**src/rtl/present_decrypt_if.sv**
```systemverilog
// Request/result bundle for the PRESENT-80 decrypt core.
// The core uses the slave modport; the requester uses the master modport.
interface present_decrypt_if;
    logic        i_start;
    logic [79:0] i_key;
    logic [63:0] i_ciphertext;
    logic        o_busy;
    logic        o_done;
    logic [63:0] o_plaintext;

    modport slave (
        input  i_start,
        input  i_key,
        input  i_ciphertext,
        output o_busy,
        output o_done,
        output o_plaintext
    );

    modport master (
        output i_start,
        output i_key,
        output i_ciphertext,
        input  o_busy,
        input  o_done,
        input  o_plaintext
    );
endinterface

```
**src/rtl/present_decrypt.sv**
```systemverilog
// Iterative PRESENT-80 decryption, one round per clock: forward key expansion to K32, then inverse rounds.
// Optional macro PRESENT_KEY_CACHE_EN keeps the last key and its K32 so a repeated key skips expansion.
module present_decrypt #(
    parameter int ROUNDS = 31
) (
    input  logic              i_clock,
    input  logic              i_reset_n,
    present_decrypt_if.slave  bus
);

    localparam logic [1:0] ST_IDLE   = 2'd0;
    localparam logic [1:0] ST_KEYEXP = 2'd1;
    localparam logic [1:0] ST_WHITEN = 2'd2;
    localparam logic [1:0] ST_ROUND  = 2'd3;

    localparam logic [4:0] LAST_ROUND = 5'(ROUNDS);

    function automatic logic [3:0] sbox(input logic [3:0] x);
        logic [3:0] y;
        case (x)
            4'h0: y = 4'hC;  4'h1: y = 4'h5;  4'h2: y = 4'h6;  4'h3: y = 4'hB;
            4'h4: y = 4'h9;  4'h5: y = 4'h0;  4'h6: y = 4'hA;  4'h7: y = 4'hD;
            4'h8: y = 4'h3;  4'h9: y = 4'hE;  4'hA: y = 4'hF;  4'hB: y = 4'h8;
            4'hC: y = 4'h4;  4'hD: y = 4'h7;  4'hE: y = 4'h1;  default: y = 4'h2;
        endcase
        return y;
    endfunction

    function automatic logic [3:0] inv_sbox(input logic [3:0] x);
        logic [3:0] y;
        case (x)
            4'h0: y = 4'h5;  4'h1: y = 4'hE;  4'h2: y = 4'hF;  4'h3: y = 4'h8;
            4'h4: y = 4'hC;  4'h5: y = 4'h1;  4'h6: y = 4'h2;  4'h7: y = 4'hD;
            4'h8: y = 4'hB;  4'h9: y = 4'h4;  4'hA: y = 4'h6;  4'hB: y = 4'h3;
            4'hC: y = 4'h0;  4'hD: y = 4'h7;  4'hE: y = 4'h9;  default: y = 4'hA;
        endcase
        return y;
    endfunction

    logic [1:0]  r_fsm;
    logic [4:0]  r_count;
    logic [79:0] r_key;
    logic [63:0] r_state;
    logic [63:0] r_plain;
    logic        r_done;

`ifdef PRESENT_KEY_CACHE_EN
    logic [79:0] r_job_key;
    logic [79:0] r_cache_key;
    logic [79:0] r_cache_k32;
    logic        r_cache_valid;
    logic        w_cache_hit;

    assign w_cache_hit = r_cache_valid && (bus.i_key == r_cache_key);
`endif

    // Forward schedule step: rotate left 61, S on top nibble, counter into bits 19:15.
    logic [79:0] w_fwd_rot;
    logic [79:0] w_fwd_key;
    assign w_fwd_rot = {r_key[18:0], r_key[79:19]};
    assign w_fwd_key = {sbox(w_fwd_rot[79:76]), w_fwd_rot[75:20],
                        w_fwd_rot[19:15] ^ r_count, w_fwd_rot[14:0]};

    // Backward schedule step undoes the forward one in reverse order.
    logic [79:0] w_inv_xor;
    logic [79:0] w_inv_sub;
    logic [79:0] w_inv_key;
    assign w_inv_xor = {r_key[79:20], r_key[19:15] ^ r_count, r_key[14:0]};
    assign w_inv_sub = {inv_sbox(w_inv_xor[79:76]), w_inv_xor[75:0]};
    assign w_inv_key = {w_inv_sub[60:0], w_inv_sub[79:61]};

    logic [63:0] w_perm;
    logic [63:0] w_sub;
    logic [63:0] w_round_state;

    generate
        for (genvar gi = 0; gi < 64; gi++) begin : g_inv_perm
            if (gi == 63) begin : g_fixed
                assign w_perm[gi] = r_state[63];
            end else begin : g_moved
                assign w_perm[gi] = r_state[(16 * gi) % 63];
            end
        end
        for (genvar gi = 0; gi < 16; gi++) begin : g_inv_sbox
            assign w_sub[4*gi +: 4] = inv_sbox(w_perm[4*gi +: 4]);
        end
    endgenerate

    assign w_round_state = w_sub ^ w_inv_key[79:16];

    always_ff @(posedge i_clock) begin
        if (!i_reset_n) begin
            r_fsm   <= ST_IDLE;
            r_count <= '0;
            r_key   <= '0;
            r_state <= '0;
            r_plain <= '0;
            r_done  <= 1'b0;
`ifdef PRESENT_KEY_CACHE_EN
            r_job_key     <= '0;
            r_cache_key   <= '0;
            r_cache_k32   <= '0;
            r_cache_valid <= 1'b0;
`endif
        end else begin
            r_done <= 1'b0;
            case (r_fsm)
                ST_IDLE: begin
                    if (bus.i_start) begin
                        r_state <= bus.i_ciphertext;
                        r_count <= 5'd1;
`ifdef PRESENT_KEY_CACHE_EN
                        r_job_key <= bus.i_key;
                        if (w_cache_hit) begin
                            r_key <= r_cache_k32;
                            r_fsm <= ST_WHITEN;
                        end else begin
                            r_key <= bus.i_key;
                            r_fsm <= ST_KEYEXP;
                        end
`else
                        r_key <= bus.i_key;
                        r_fsm <= ST_KEYEXP;
`endif
                    end
                end
                ST_KEYEXP: begin
                    r_key <= w_fwd_key;
                    if (r_count == LAST_ROUND) begin
                        r_fsm <= ST_WHITEN;
`ifdef PRESENT_KEY_CACHE_EN
                        r_cache_key   <= r_job_key;
                        r_cache_k32   <= w_fwd_key;
                        r_cache_valid <= 1'b1;
`endif
                    end else begin
                        r_count <= r_count + 5'd1;
                    end
                end
                ST_WHITEN: begin
                    r_state <= r_state ^ r_key[79:16];
                    r_count <= LAST_ROUND;
                    r_fsm   <= ST_ROUND;
                end
                ST_ROUND: begin
                    r_state <= w_round_state;
                    r_key   <= w_inv_key;
                    if (r_count == 5'd1) begin
                        r_plain <= w_round_state;
                        r_done  <= 1'b1;
                        r_fsm   <= ST_IDLE;
                    end else begin
                        r_count <= r_count - 5'd1;
                    end
                end
                default: r_fsm <= ST_IDLE;
            endcase
        end
    end

    assign bus.o_busy      = (r_fsm != ST_IDLE);
    assign bus.o_done      = r_done;
    assign bus.o_plaintext = r_plain;

endmodule

```
**src/flat_wrapper.sv**
```systemverilog
// flat-port wrapper written by rule: the top's interface ports become plain ports
module present_decrypt_flat 
#(
    parameter int ROUNDS = 31
)
  (i_clock, i_reset_n, bus_i_start, bus_i_key, bus_i_ciphertext, bus_o_busy, bus_o_done, bus_o_plaintext);
  present_decrypt_if bus_i ();
  input  logic i_clock;
  input  logic i_reset_n;
  input wire logic [$bits(bus_i.i_start)-1:0] bus_i_start;
  input wire logic [$bits(bus_i.i_key)-1:0] bus_i_key;
  input wire logic [$bits(bus_i.i_ciphertext)-1:0] bus_i_ciphertext;
  output wire logic [$bits(bus_i.o_busy)-1:0] bus_o_busy;
  output wire logic [$bits(bus_i.o_done)-1:0] bus_o_done;
  output wire logic [$bits(bus_i.o_plaintext)-1:0] bus_o_plaintext;
  assign bus_i.i_start = bus_i_start;
  assign bus_i.i_key = bus_i_key;
  assign bus_i.i_ciphertext = bus_i_ciphertext;
  assign bus_o_busy = bus_i.o_busy;
  assign bus_o_done = bus_i.o_done;
  assign bus_o_plaintext = bus_i.o_plaintext;
  present_decrypt #(.ROUNDS(ROUNDS)) u_core (.i_clock(i_clock), .i_reset_n(i_reset_n), .bus(bus_i));
endmodule
```
**config.mk**
```make
export PLATFORM = sky130hd
export DESIGN_NAME = present_decrypt_flat
export DESIGN_NICKNAME = d
export VERILOG_FILES = /design/src/rtl/present_decrypt_if.sv /design/src/rtl/present_decrypt.sv /design/src/flat_wrapper.sv
export SDC_FILE = /design/constraint.sdc
export NUM_CORES = 1
export LEC_CHECK = 0
export CAP_MARGIN = 0
export CORE_MARGIN = 2
export CORE_UTILIZATION = 55
export CTS_CLUSTER_DIAMETER = 40
export DETAILED_ROUTE_END_ITERATION = 6
export PLACE_DENSITY_LB_ADDON = 0.05
export SKIP_LAST_GASP = 1
export SYNTH_ARGS = -nofsm -noshare
export SYNTH_HDL_FRONTEND = slang
export SYNTH_SLANG_ARGS = --single-unit
```
**constraint.sdc**
```tcl
create_clock -name i_clock -period 3.55 [get_ports i_clock]
set_input_delay 0.71 -clock i_clock [delete_from_list [all_inputs] [get_ports i_clock]]
set_output_delay 0.71 -clock i_clock [all_outputs]
set_load 0.01 [all_outputs]
```
==> impl_metrics.yaml <==
run_status:
  outcome: "finished, violations left"
  violations: "DRC"
setup_path:
  critPathKind: "reg2reg"
  crit_path_end_kind: "register"
  path_cells: "buf_4 > ha_4 > or3_1 > nand2_4 > buf_12 > o21ai_0 > o21ai_0 > and2_2 > inv_1 > ha_1 > and2_1 > nand2_1 > a32oi_1 > o31a_1"
  rr_worst_depth: 14
  critPathTopFamily: "simple AND/OR/NAND/NOR gates"
  slowest_stage: "or3_1"
  critPathArrivalTime_ns: 3.84
  cp-startpoint: "u_core.r_fsm[0]"
  crit_path_max_incr_delay_ns: 0.44
  reg2reg_to: "u_core.w_sub[2]"
  r2r-start: "u_core.r_fsm[0]"
  crit_top_cell: "o21ai_0"
  startpoint_type: "register"
  critPathBufInv: 3
  required_ns: 4.04
  rrSetupSlack_ns: 0.20
  cp_max_fo: 27
logic_synthesis:
  yosysMostFrequentCell: "dfxtp_1"
  synth_cells: 2193
  synthSimpleGateAreaFrac_pct: 19.63
  synth_top_area_share_pct: 32.65
  synth_xor_area_share_pct: 5.308
  synthTopCellsByCount: "288 x dfxtp_1, 264 x nor2_1, 227 x nand2_1"
  ys_seq_area_share_pct: 32.65
  synth_edf_count: 0
  ys_warn_count: 0
  yosys.area.top_type: "dfxtp_1"
  synth_async_sr_flop_share_pct: 0
  synth.top_cells.by_area: "dfxtp_1 33%, ha_1 8.2%, nor2_1 5.6%"
  synth-compound-area-share_pct: 23.14
  yosysUniqueCellTypes: 87
  syn_nets: 2456
  synth-seq-cells: 288
  synthMuxAreaShare_pct: 4.705
  yosys_most_used_dff: "dfxtp_1"
  synth_adder_area_share_pct: 8.220
  syn_area_um2: 17660
  synth_top_family_by_area: "compound AO/OA/AOI/OAI gates"
  syn_area_per_cell_um2: 8.051
floorplan:
  core-area_um2: 31560
  die_y_um: 183.2
  start_util_pct: 55.96
  ios: 213
  die_w_um: 183.2
  design.die.area_um2: 33550
  rows: 65
placement:
  place_inst: 2746
  io_buffers: 212
  preCtsSetupSlack_ns: -0.1296
  routabilityCongestion: 0.9799
  place_area_um2: 20430
  dp_hpwl_mm: 50.60
hold_path:
  min_from: "u_core.bus.o_plaintext[19]"
  timing.hold.worst_path_depth: 2
  hp-class: "reg2reg"
  worstHoldEndpoint: "u_core.bus.o_plaintext[19]"
finish:
  final_nets: 2656
  drive_above_1_share_pct: 10.58
  stdcell_count: 2831
  area_delta_synth_final_pct: 24.55
  antenna_cells: 0
  final_area_um2: 21990
sta:
  skew_ns: 0.02420
  fin_crit_ns: 3.345
  hold_slack_ns: 0.4641
  tightestPinTransition_ns: 0.9114
  hold_viol_final: 0
  slew_violations: 0
  fmax_ghz: 0.2989
  max-slew-margin-rel_pct: 39.24
  timing.final.crit_share_pct: 94.23
  setup_tns_ns: 0
  setup_viol: 0
  rsz0062_at_grt: "no"
  fin_ws_ns: 0.2048
cts:
  clock_path_buffers: 3
  clk_latency_ns: 0.56
  cts-buffers-inserted: 47
  cts.clk_slew.worst_paths_ns: 0.05
  cts_tree: "built"
  post_cts_buffers: 0
  htree_num_levels: 2
  cts.sinks: 288
  root_buffer: "clkbuf_16"
power:
  leakage_nw: 9.167
  powerDensity_nw_per_um2: 1102
  vdd_drop_max_uv: 663.0
drt:
  wl_per_cell_um: 24.56
  vias: 17850
  totalWireLength_mm: 69.54
  firstDrtPassIters: 7
  drcViolationCount: 10
  via_per_inst: 6.303
  final_antenna_net_count: 0
  drt_iter0_markers: 2432
grt:
  track_usage_pct: 40.81
  grt_max_degree: 77
  overflow: 0
  grt_pass1_vias: 16940
  antenna_found_initial: 1
  grt_first_pass_wirelength_mm: 103.9
flow_run:
  maxCapViolations: 0
how the worst max path moves through the flow:
stage | end | slack, ns | cells after the start
2_1_floorplan | u_core.w_sub[26] | 0.33 | 17
3_3_place_gp | u_core.w_sub[42] | 0.04 | 13
3_5_place_dp | u_core.w_sub[2] | -0.13 | 12
4_1_cts | u_core.w_sub[2] | 0.11 | 14
5_1_grt | u_core.w_sub[2] | 0.003 | 14
6_report | u_core.w_sub[2] | 0.20 | 14
logic make-up (layout without fill, tap and decap cells):
family	count (synthesis)	in the layout
multiplexers	77	77
flip-flops	288	288
AO/OA/AOI/OAI	596	596
buffers and inverters	256	492
XOR/XNOR	107	107
adder cells (fa/ha/maj)	116	116
AND/OR/NAND/NOR	753	753
state kept, by name, indices dropped and copies added, names as in the netlist:
register                flops
u_core.w_fwd_key            4
u_core.r_state             64
u_core.bus.o_plaintext     64
u_core.r_key               80
u_core.r_count              5
u_core.bus.o_done           1
u_core.w_sub               64
u_core.w_inv_key            4
u_core.r_fsm                2
what timing repair did:
action                                  CTS  global route
resized for setup                         0             3
hold endpoints to repair                  0             0
endpoints found under the setup margin    0             2
hold buffers                              0             0
per-stage QoR:
step                      util (%)  total power [mW]
after floorplan                  -             14.23
after global placement       64.75             18.85
after detailed placement     64.75             19.12
after CTS                    69.68             23.73
after global routing         69.69             25.41
final                        69.69             24.23
where the power goes:
part | switching, mW | internal, mW | total [mW]
Clock | 1.77 | 2.77 | 4.54
Sequential | 1.77 | 4.53 | 6.30
Combinational | 8.19 | 5.20 | 13.4
per-layer routing:
metal | routed length [um] | up-vias | track usage, %
li1 | - | 8085 | -
met1 | 28010 | 8411 | 54.36
met2 | 29330 | 1122 | 61.67
met3 | 7825 | 227 | 8.817
met4 | 4369 | 0 | 22.24
met5 | 0 | - | 0
area by class of cell:
class                   count  area (um2)
multi-input cells        1649       10840
fillers                  2558        9563
repair buffers            308        2953
clock inverters            28       270.3
well taps                 402       503.0
flip-flops and latches    288        5767
clock buffers              57        1286
inverters                  99       376.6
worst min-delay path, delay by kind of cell (launching register included):
kind	cells	cell delay, ns
DFF	1	0.30
AOI/OAI and AO/OA	1	0.06
and+or+nand+nor	1	0.05
placed cells by master, fill, tap and decap left out, types with 25 or more instances in the layout:
cell type and count:
a21oi_1 150, a221oi_1 25, a22oi_1 28, and2_1 36, and3b_1 26, buf_4 88
clkbuf_16 49, clkdlybuf4s50_1 211, dfxtp_1 287, ha_1 112, inv_1 92, mux2i_1 56
nand2_1 226, nand3_1 25, nor2_1 263, nor2b_1 52, nor3_1 75, o211ai_1 79
o21ai_0 117, o31ai_1 26, xor2_1 87
No activity file was read; power rests on OpenSTA's default activity.
==> RTL edit: new RTL, config.mk and constraints unchanged <==
Reset style: asynchronous (`i_reset_n`), changed in one clocked block.
--- a/src/rtl/present_decrypt.sv
+++ b/src/rtl/present_decrypt.sv
@@ -88,7 +88,7 @@
 
     assign w_round_state = w_sub ^ w_inv_key[79:16];
 
-    always_ff @(posedge i_clock) begin
+    always_ff @(posedge i_clock or negedge i_reset_n) begin
         if (!i_reset_n) begin
             r_fsm   <= ST_IDLE;
             r_count <= '0;
Behaviour: differs if i_reset_n is asserted again (counterexample within 4 cycles, from zero or initial values and one cycle with i_reset_n low); with i_reset_n held inactive, the same outputs for 10 cycles.
==> RTL edit against the unedited design <==
Critical path depth decreased by 8. Largest power group unchanged. Power decreased by 2.4%. Final area decreased by 14%. Routed wire length decreased by 26%. Synthesized area decreased by 14%. Sequential share of layout area increased by 2.5 points. Worst setup slack improved by 640 ps. Sequential cell count decreased by 72.
==> RTL edit: results (changes against the unedited design) <==
* Post-Place Setup Slack at 708 ps (+838 ps)
* Share of layout cells above drive strength 1 at 9.85% (-0.74 points)
* R2R depth at 6 (-8)
* Delay-heaviest family, CP: simple AND/OR/NAND/NOR gates
* FF-to-FF End: u_core.r_key[25]
* Tmin final at 2700 ps (-641 ps)
* Antenna violations before repair at 1 (unchanged)
* Most flops, register: u_core.r_key
* Clock root buffer: clkbuf_16
* VDD IR max at 689 uV (+3.9%)
* CP max-delay cell: nor2_4
* Mean post-synth cell area at 9.36 um2 (+16%)
* Crit Path Max Fanout at 48 (+78%)
* Clk slew on worst S/H paths at approximately 60 ps
* Netlist cell types at 54 (-38%)
* Flop2flop setup slack at 850 ps (+640 ps)
* Port Buf Inserts at 212 (unchanged)
* Clk_skew at 26.0 ps (+1.83 ps)
* Status: complete, no violations
* 1st-pass router iterations at 6 (-1)
* Crit path largest cell delay at 890 ps (+450 ps)
* Skew-Pair Late Insertion Delay at 540 ps (-20 ps)
* Actual slew at the worst max-slew pin at 1120 ps (+206 ps)
* Total Routing Usage GR at 35.7% (-5.1 points)
* Asr flop ratio synth at 100% (+100 points)
* DRT iter0 DRCs at 1659 (-32%)
* Gpl congestion at 0.923 (-5.8%)
* Largest net degree at the start of global routing at 91 (+18%)
* CTS Buf Count at 42 (-11%)
* H-tree Lvls at 2 (unchanged)
* Avg WL per Cell at 24.0 um (-2.3%)
* Fill count at 2138 (-16%)
* Routed WL at 51600 um (-26%)
* Seq/Total Area, Yosys at 35.6% (+3.0 points)
* Hpwl dp at 37200 um (-27%)
* Vias in the first global route at 12900 (-24%)
* First-pass GRT wire length at 77500 um (-25%)
* Clock Path Buffers at 3 (unchanged)
* DP Cell Count at 2072 (-25%)
* Arr. time, crit path at 3140 ps (-700 ps)
* YS warnings at 0 (unchanged)
* Drt via density at 6.38 (+1.2%)
* Hold Path Class: input pin to async pin
* Pleak at 8.05 nW (-12%)
* Setup Buffers After CTS at 0 (unchanged)
* Dominant cells by area after synthesis: dfrtp_1, ha_1, mux4_2, a22oi_1, nand2_1
* Number of flip-flops in the largest register at 80 (unchanged)
* PostCTS Resize Cnt at 0 (unchanged)
* Final net count at 2047 (-23%)
* FF-to-FF Start: u_core.r_fsm[1]
* Syn Nets at 1894 (-23%)
* Post-synth top cells: dfrtp_1, nand2_1, nor2_1, ha_1, a22oi_1
RTL edit: final cells by class:
type / count / share of cell area [%]
multi-input cells: 1198 / 46.7
flip-flops and latches: 216 / 28.7
repair buffers: 235 / 12.7
clock buffers: 48 / 5.87
well taps: 341 / 2.27
clock inverters: 29 / 2.10
inverters: 82 / 1.64
diodes: 2 / 0.0266
RTL edit: stage by stage:
step	cell area [um2]	power (mW)	hold slack, ps
after floorplan	15200	14.5	414
after global routing	18800	25.0	241
after detailed placement	17300	19.1	463
after global placement	17300	18.8	459
after CTS	18800	23.4	229
final	18800	23.7	191
RTL edit: cell families after synthesis:
logic type | synth area share (%)
buf+inv | 6.83
mux | 8.55
flops | 35.6
simple gates | 11.5
fa+ha+maj | 10.3
xor+xnor | 7.04
compound gates | 20.2
RTL edit: how the worst max path moves through the flow:
stage / startpoint / endpoint / cells past startpoint
finish: u_core.r_fsm[1] / u_core.r_key[25] / 6
floorplan: u_core.r_key[76] / u_core.bus.o_plaintext[2] / 5
CTS: u_core.r_fsm[0] / bus_o_busy / 4
global route: u_core.r_fsm[1] / u_core.r_key[54] / 6
detailed placement: bus_i_start / u_core.r_state[42] / 7
global placement: bus_i_start / u_core.r_state[58] / 7
RTL edit: worst reg2reg max path, stage by stage, from the launching register on:
cell,delay [ps]
dfrtp_1,440
inv_1,140
ha_2,350
nor2_4,900
buf_4,480
nand2_1,120
a31oi_1,190
RTL edit: power by group:
group | internal (mW) | switching (mW)
logic | 5.65 | 7.51
registers | 3.76 | 2.50
clock network | 2.78 | 1.46
RTL edit: routing by layer:
| metal | GRT usage (%) | vias to the layer above | share of wire (%) |
|---|---|---|---|
| li1 | - | 6091 | - |
| met1 | 47.6 | 6692 | 38 |
| met2 | 56.0 | 795 | 46 |
| met3 | 7.26 | 139 | 11 |
| met4 | 16.9 | 0 | 5.0 |
| met5 | 0 | - | 0 |
